$ cat config.mk
export PLATFORM = sky130hd
export DESIGN_NAME = fb_arbiter
export DESIGN_NICKNAME = d
export VERILOG_FILES = /design/src/rtl/fb_arbiter.sv
export SDC_FILE = /design/constraint.sdc
export NUM_CORES = 1
export LEC_CHECK = 0
export ABC_AREA = 1
export CORE_MARGIN = 5
export CORE_UTILIZATION = 30
export CTS_CLUSTER_DIAMETER = 100
export DETAILED_ROUTE_END_ITERATION = 12
export PLACE_DENSITY = 0.48
export SLEW_MARGIN = 20
export SYNTH_ARGS = -nofsm -noshare
export SYNTH_HDL_FRONTEND = slang
export SYNTH_SLANG_ARGS = --single-unit
$ cat constraint.sdc
create_clock -name pixel_clk -period 3.4 [get_ports pixel_clk]
set_input_delay 0.68 -clock pixel_clk [delete_from_list [all_inputs] [get_ports pixel_clk]]
set_output_delay 0.68 -clock pixel_clk [all_outputs]
set_load 0.005 [all_outputs]
$ cat src/rtl/fb_arbiter.sv
// fb_arbiter: single-port owner of the background framebuffer BRAM.
// Shares the port between scanout reads (active video), a hardware clear
// engine and a pixel-write FIFO (both only while blanking).
// Optional build macro FB_DROP_COUNT_EN adds a saturating drop_count output
// counting out-of-range write requests.
module fb_arbiter #(
  parameter int H_RES      = 640,
  parameter int V_RES      = 480,
  parameter int ADDR_W     = 19,
  parameter int FIFO_DEPTH = 16
) (
  input  logic              pixel_clk,
  input  logic              rst,
  input  logic              blank_in,
  input  logic [10:0]       drawX,
  input  logic [10:0]       drawY,
  input  logic              wr_valid,
  output logic              wr_ready,
  input  logic [10:0]       wr_x,
  input  logic [10:0]       wr_y,
  input  logic [11:0]       wr_color,
  input  logic              clear_req,
  input  logic [11:0]       clear_color,
  output logic              clear_busy,
  output logic [ADDR_W-1:0] mem_addr,
  output logic [11:0]       mem_din,
  output logic              mem_we,
  input  logic [11:0]       mem_dout,
`ifdef FB_DROP_COUNT_EN
  output logic [15:0]       drop_count,
`endif
  output logic [11:0]       background
);

  localparam int PTR_W = $clog2(FIFO_DEPTH);
  localparam int CNT_W = PTR_W + 1;
  localparam logic [ADDR_W-1:0] LAST_PIX = ADDR_W'(H_RES * V_RES - 1);
  localparam logic [10:0] H_LIM = 11'(H_RES);
  localparam logic [10:0] V_LIM = 11'(V_RES);
  localparam logic [CNT_W-1:0] FULL_CNT = CNT_W'(FIFO_DEPTH);

  typedef enum logic {S_IDLE, S_CLEAR} state_t;

  function automatic logic [ADDR_W-1:0] pix_addr(input logic [10:0] x, input logic [10:0] y);
    return ADDR_W'(32'(y) * 32'(H_RES) + 32'(x));
  endfunction

  state_t            state_q;
  logic              clear_busy_q;
  logic [ADDR_W-1:0] clr_ptr_q;
  logic [11:0]       clr_color_q;

  logic [ADDR_W-1:0] fifo_addr_q  [FIFO_DEPTH];
  logic [11:0]       fifo_color_q [FIFO_DEPTH];
  logic [PTR_W-1:0]  wr_ptr_q, rd_ptr_q;
  logic [CNT_W-1:0]  count_q, count_d;

  logic [ADDR_W-1:0] mem_addr_q, mem_addr_d;
  logic [11:0]       mem_din_q, mem_din_d;
  logic              mem_we_q, mem_we_d;
  logic              rd_issue, rd_d1_q, rd_d2_q;

  logic in_range, push_any, push_st, pop;

  assign wr_ready = (count_q != FULL_CNT);
  assign in_range = (wr_x < H_LIM) && (wr_y < V_LIM);
  assign push_any = wr_valid && wr_ready;
  assign push_st  = push_any && in_range;

  // Port arbitration: scanout, then clear, then FIFO; otherwise hold the address.
  always_comb begin
    mem_addr_d = mem_addr_q;
    mem_din_d  = mem_din_q;
    mem_we_d   = 1'b0;
    rd_issue   = 1'b0;
    pop        = 1'b0;
    if (!blank_in) begin
      rd_issue   = 1'b1;
      mem_addr_d = pix_addr(drawX, drawY);
    end else if (clear_busy_q) begin
      mem_we_d   = 1'b1;
      mem_addr_d = clr_ptr_q;
      mem_din_d  = clr_color_q;
    end else if (count_q != '0) begin
      pop        = 1'b1;
      mem_we_d   = 1'b1;
      mem_addr_d = fifo_addr_q[rd_ptr_q];
      mem_din_d  = fifo_color_q[rd_ptr_q];
    end
  end

  // FIFO occupancy: simultaneous push and pop leave the count unchanged.
  always_comb begin
    count_d = count_q;
    unique case ({push_st, pop})
      2'b10:   count_d = count_q + CNT_W'(1);
      2'b01:   count_d = count_q - CNT_W'(1);
      default: count_d = count_q;
    endcase
  end

  // Clear engine FSM; clr_ptr only advances on cycles it owns the port.
  always_ff @(posedge pixel_clk) begin
    if (rst) begin
      state_q      <= S_IDLE;
      clear_busy_q <= 1'b0;
      clr_ptr_q    <= '0;
      clr_color_q  <= '0;
    end else begin
      unique case (state_q)
        S_IDLE: begin
          if (clear_req) begin
            state_q      <= S_CLEAR;
            clear_busy_q <= 1'b1;
            clr_ptr_q    <= '0;
            clr_color_q  <= clear_color;
          end
        end
        S_CLEAR: begin
          if (blank_in) begin
            if (clr_ptr_q == LAST_PIX) begin
              state_q      <= S_IDLE;
              clear_busy_q <= 1'b0;
            end else begin
              clr_ptr_q <= clr_ptr_q + ADDR_W'(1);
            end
          end
        end
        default: state_q <= S_IDLE;
      endcase
    end
  end

  // FIFO storage; the address is resolved at push so the pop path stays short.
  always_ff @(posedge pixel_clk) begin
    if (push_st) begin
      fifo_addr_q[wr_ptr_q]  <= pix_addr(wr_x, wr_y);
      fifo_color_q[wr_ptr_q] <= wr_color;
    end
  end

  // FIFO pointers and count.
  always_ff @(posedge pixel_clk) begin
    if (rst) begin
      wr_ptr_q <= '0;
      rd_ptr_q <= '0;
      count_q  <= '0;
    end else begin
      if (push_st) wr_ptr_q <= wr_ptr_q + PTR_W'(1);
      if (pop)     rd_ptr_q <= rd_ptr_q + PTR_W'(1);
      count_q <= count_d;
    end
  end

  // Registered memory port and the read-issued delay line.
  always_ff @(posedge pixel_clk) begin
    if (rst) begin
      mem_addr_q <= '0;
      mem_din_q  <= '0;
      mem_we_q   <= 1'b0;
      rd_d1_q    <= 1'b0;
      rd_d2_q    <= 1'b0;
    end else begin
      mem_addr_q <= mem_addr_d;
      mem_din_q  <= mem_din_d;
      mem_we_q   <= mem_we_d;
      rd_d1_q    <= rd_issue;
      rd_d2_q    <= rd_d1_q;
    end
  end

`ifdef FB_DROP_COUNT_EN
  logic [15:0] drop_cnt_q;

  // Saturating count of accepted-but-dropped out-of-range requests.
  always_ff @(posedge pixel_clk) begin
    if (rst) begin
      drop_cnt_q <= '0;
    end else if (push_any && !in_range && (drop_cnt_q != 16'hFFFF)) begin
      drop_cnt_q <= drop_cnt_q + 16'd1;
    end
  end

  assign drop_count = drop_cnt_q;
`endif

  // The BRAM output register is the second pipeline stage: mem_dout and
  // rd_d2_q are both register outputs aligned two cycles after drawX/drawY.
  assign background = rd_d2_q ? mem_dout : 12'h000;

  assign mem_addr   = mem_addr_q;
  assign mem_din    = mem_din_q;
  assign mem_we     = mem_we_q;
  assign clear_busy = clear_busy_q;

endmodule

==> flow_summary.json <==
{
  "p_per_area_nw_per_um2": 638.3,
  "ant_nets": 0,
  "route.detailed.drc": 0,
  "synth_edf_count": 496,
  "drive_gt1_share_pct": 9.187,
  "ir_drop_mv": 0.3797,
  "path_cells": "clkdlybuf4s50_1, ha_1, ha_1, inv_1, fa_1, xor2_1, buf_4, nor2_1, nand2_1, nor2_1, nand2_1, nor2_1, nand2_1, o21ai_0, nand2_1, buf_4",
  "synth_top_family_by_area": "simple AND/OR/NAND/NOR gates",
  "grt_pass1_wl_mm": 110.2,
  "rsz0062_at_grt": "no",
  "internal_power_mw": 13.27,
  "power.share.switching_pct": 31.35,
  "fin_crit_sh_pct": 90.23,
  "cts_tree": "done",
  "vias": 17700,
  "drtIter0Drc": 1165,
  "path_class": "in -> reg",
  "hold_violations": 0,
  "ys_seq_area_share_pct": 66.27,
  "synth_flop_cell": "edfxtp_1",
  "finClkSkew_ns": 0.02155,
  "synth.top_cell.area_share_pct": 59.54,
  "critPathTopFamily": "adder cells",
  "syn_area_um2": 25010,
  "clkSinkCount": 580,
  "io_buffers": 130,
  "insertedDiodeCount": 0,
  "hpwl_mm": 44.96,
  "drv_slew": 0,
  "antenna_found_initial": 7,
  "cp-start-kind": "input port",
  "root_buffer": "clkbuf_16",
  "grt_use_total_pct": 16.04,
  "outcome": "finished, final reports clean",
  "maxCapViolCount": 0,
  "synth_compound_area_share_pct": 12.70,
  "async_flop_share_pct": 0,
  "grt_overflow": 0,
  "die-area_um2": 89250,
  "start_util_pct": 30.37,
  "yosys.cell_types.count": 42,
  "synthTopCellsByArea": "edfxtp_1 60%, dfxtp_1 6.7%, nor2_1 6.6%",
  "slew_headroom_pct": 35.79,
  "crit_fanout": 16,
  "placed_cells": 3424,
  "clkTransAtPathRegs_ns": 0.06,
  "synthSimpleGateAreaFrac_pct": 12.86,
  "worst_path_largest_cell_delay_ns": 0.43,
  "fillers": 7967,
  "synthCells": 2241,
  "synth.net_count": 2383,
  "syn_area_per_cell_um2": 11.16,
  "min_period_ns": 3.068,
  "fin_area_um2": 30280,
  "vias_per_cell": 4.998,
  "final_cell_count_no_fill": 3541,
  "register_area_um2": 16580,
  "critPathRequiredTime_ns": 3.75,
  "io_pins": 131,
  "htreeDepth": 2,
  "die_w_um": 298.8,
  "clkLatencyLatePin_ns": 0.63,
  "yosys_warnings": 0,
  "synth_xor_area_share_pct": 0.9454,
  "multi_input_area_um2": 7510,
  "clockBufferDepth": 3,
  "p_switching_mw": 6.060,
  "fin_tns_setup_ns": 0,
  "p_comb_share_pct": 25.0,
  "cts_hold_buf": 0,
  "num_rows": 105,
  "die_height_um": 298.8,
  "total_power_mw": 19.33,
  "wire_per_inst_um": 20.84,
  "muxShareOfSynthArea_pct": 0,
  "cts_buffers": 61,
  "yosys.area.top_type": "edfxtp_1",
  "fp.coreArea_um2": 82370,
  "nets": 2561,
  "grt_max_degree": 95,
  "final_core_util_pct": 36.76,
  "cp-end-kind": "flop",
  "pwr-share-seq_pct": 42.5,
  "crit_buf_inv": 4,
  "globalplace.congestion": 0.8447,
  "synth-adder-area-share_pct": 3.001,
  "ys_ff_latch": 580,
  "grt_pass1_vias": 17110,
  "hold_class": "reg -> reg",
  "arrival_ns": 3.42,
  "drt-pass1-iter-count": 5,
  "finalWirelength_mm": 73.80,
  "placed_area_um2": 28380,
  "p_leak_nw": 10.33,
  "clock_power_share_pct": 32.5,
  "critPathSlowestCell": "clkdlybuf4s50_1",
  "critPathMostFrequentCell": "nand2_1",
  "setup_viol": 0,
  "fmax_ghz": 0.3260,
  "worst_pin_slew_ns": 0.9631,
  "area_growth_pct": 21.07
}
-- metal layers --
layer	track usage, %	routed length, µm	vias to the layer above
li1	-	-	8414
met1	22.12	33720	8714
met2	26.81	34640	448
met3	2.432	3767	117
met4	3.856	1640	4
met5	0	27	-
-- logic make-up after synthesis --
family,count (synthesis)
AND/OR/NAND/NOR,790
buffers and inverters,237
adder cells (fa/ha/maj),57
AO/OA/AOI/OAI,550
XOR/XNOR,27
flip-flops,580
-- cells in the mapped netlist (all sizes together) (5+ instances only) --
| library cell | n |
|---|---|
| a21oi | 97 |
| a22oi | 8 |
| buf | 58 |
| clkbuf | 67 |
| dfxtp | 84 |
| edfxtp | 496 |
| fa | 5 |
| ha | 52 |
| inv | 110 |
| nand2 | 200 |
| nand3 | 108 |
| nand4 | 20 |
| nor2 | 443 |
| nor3 | 10 |
| o211ai | 98 |
| o21ai | 286 |
| o221ai | 29 |
| o22ai | 23 |
| xnor2 | 11 |
| xor2 | 16 |
-- worst register-to-register path: stages, from the launching register on --
cell        delay, ns
dfxtp_1          0.29
inv_1            0.14
nand4_1          0.10
inv_1            0.15
nand2_1          0.10
nand2_1          0.11
clkinvlp_4       0.12
nand2_2          0.14
inv_1            0.15
ha_1             0.27
ha_1             0.35
nand2_1          0.09
nor2_1           0.04
a211oi_1         0.21
o21ai_0          0.11
a21oi_1          0.18
nand2_1          0.07
nor3b_1          0.13
-- layout make-up --
cell class                      instances  area share [%]
Tap cell                             1070           4.421
Multi-Input combinational cell       1424           24.80
Clock inverter                         35          0.7726
Sequential cell                       580           54.76
Clock buffer                           80           5.412
Timing Repair Buffer                  240           8.412
Inverter                              112           1.421
-- power groups by stage --
stage	Clock, mW	Sequential [mW]	Combinational [mW]
6_report	6.28	8.21	4.84
3_3_place_gp	0	8.36	4.77
4_1_cts	6.43	8.22	4.85
5_1_grt	6.74	8.23	5.40
2_1_floorplan	0	8.30	3.08
3_5_place_dp	0	8.37	4.83
-- cell usage in the layout, fill, tap and decap left out, types with 19 or more instances in the layout --
cell type and count:
a21oi_1 97, buf_12 34, buf_4 76, clkbuf_16 62, clkdlybuf4s50_1 129, clkinv_1 19, dfxtp_1 81, edfxtp_1 496
ha_1 52, inv_1 104, nand2_1 198, nand3_1 108, nand4_1 19, nor2_1 424, o211ai_1 98, o21ai_0 224
o21ai_1 62, o221ai_1 29, o22ai_1 23
-- flip-flops by register name (all words and copies together), names as in the netlist, 4 cells and up, named ones only --
register	flops
clr_color_q	12
count_q	5
wr_ptr_q	4
clr_ptr_q	19
rd_ptr_q	4
mem_addr	19
fifo_color_q	192
mem_din	12
fifo_addr_q	304
-- metrics by stage --
stage	hold slack [ns]	worst slack (ns)
finish	0.4060	0.3321
global route	0.4243	0.03299
CTS	0.4060	0.09495
detailed placement	0.3980	-0.5509
global placement	0.3973	-0.5064
floorplan	0.3883	0.2452
-- path summary, 6_finish.rpt --
check,start,endpoint,slack [ns],depth (start not counted)
worst max-delay path,wr_y[1],fifo_addr_q[9][18],0.33,16
worst min register to register,rd_d1_q,rd_d2_q,0.41,2
worst min-delay path,rd_d1_q,rd_d2_q,0.41,2
worst max register to register,count_q[0],count_q[4],0.54,17
-- repair_timing --
| item | 4_1_cts | 5_1_grt |
|---|---|---|
| buffers inserted | 0 | 2 |
| setup endpoints to repair | 0 | 17 |
| resized for setup | 0 | 3 |
No activity file was read; power rests on OpenSTA's default activity.
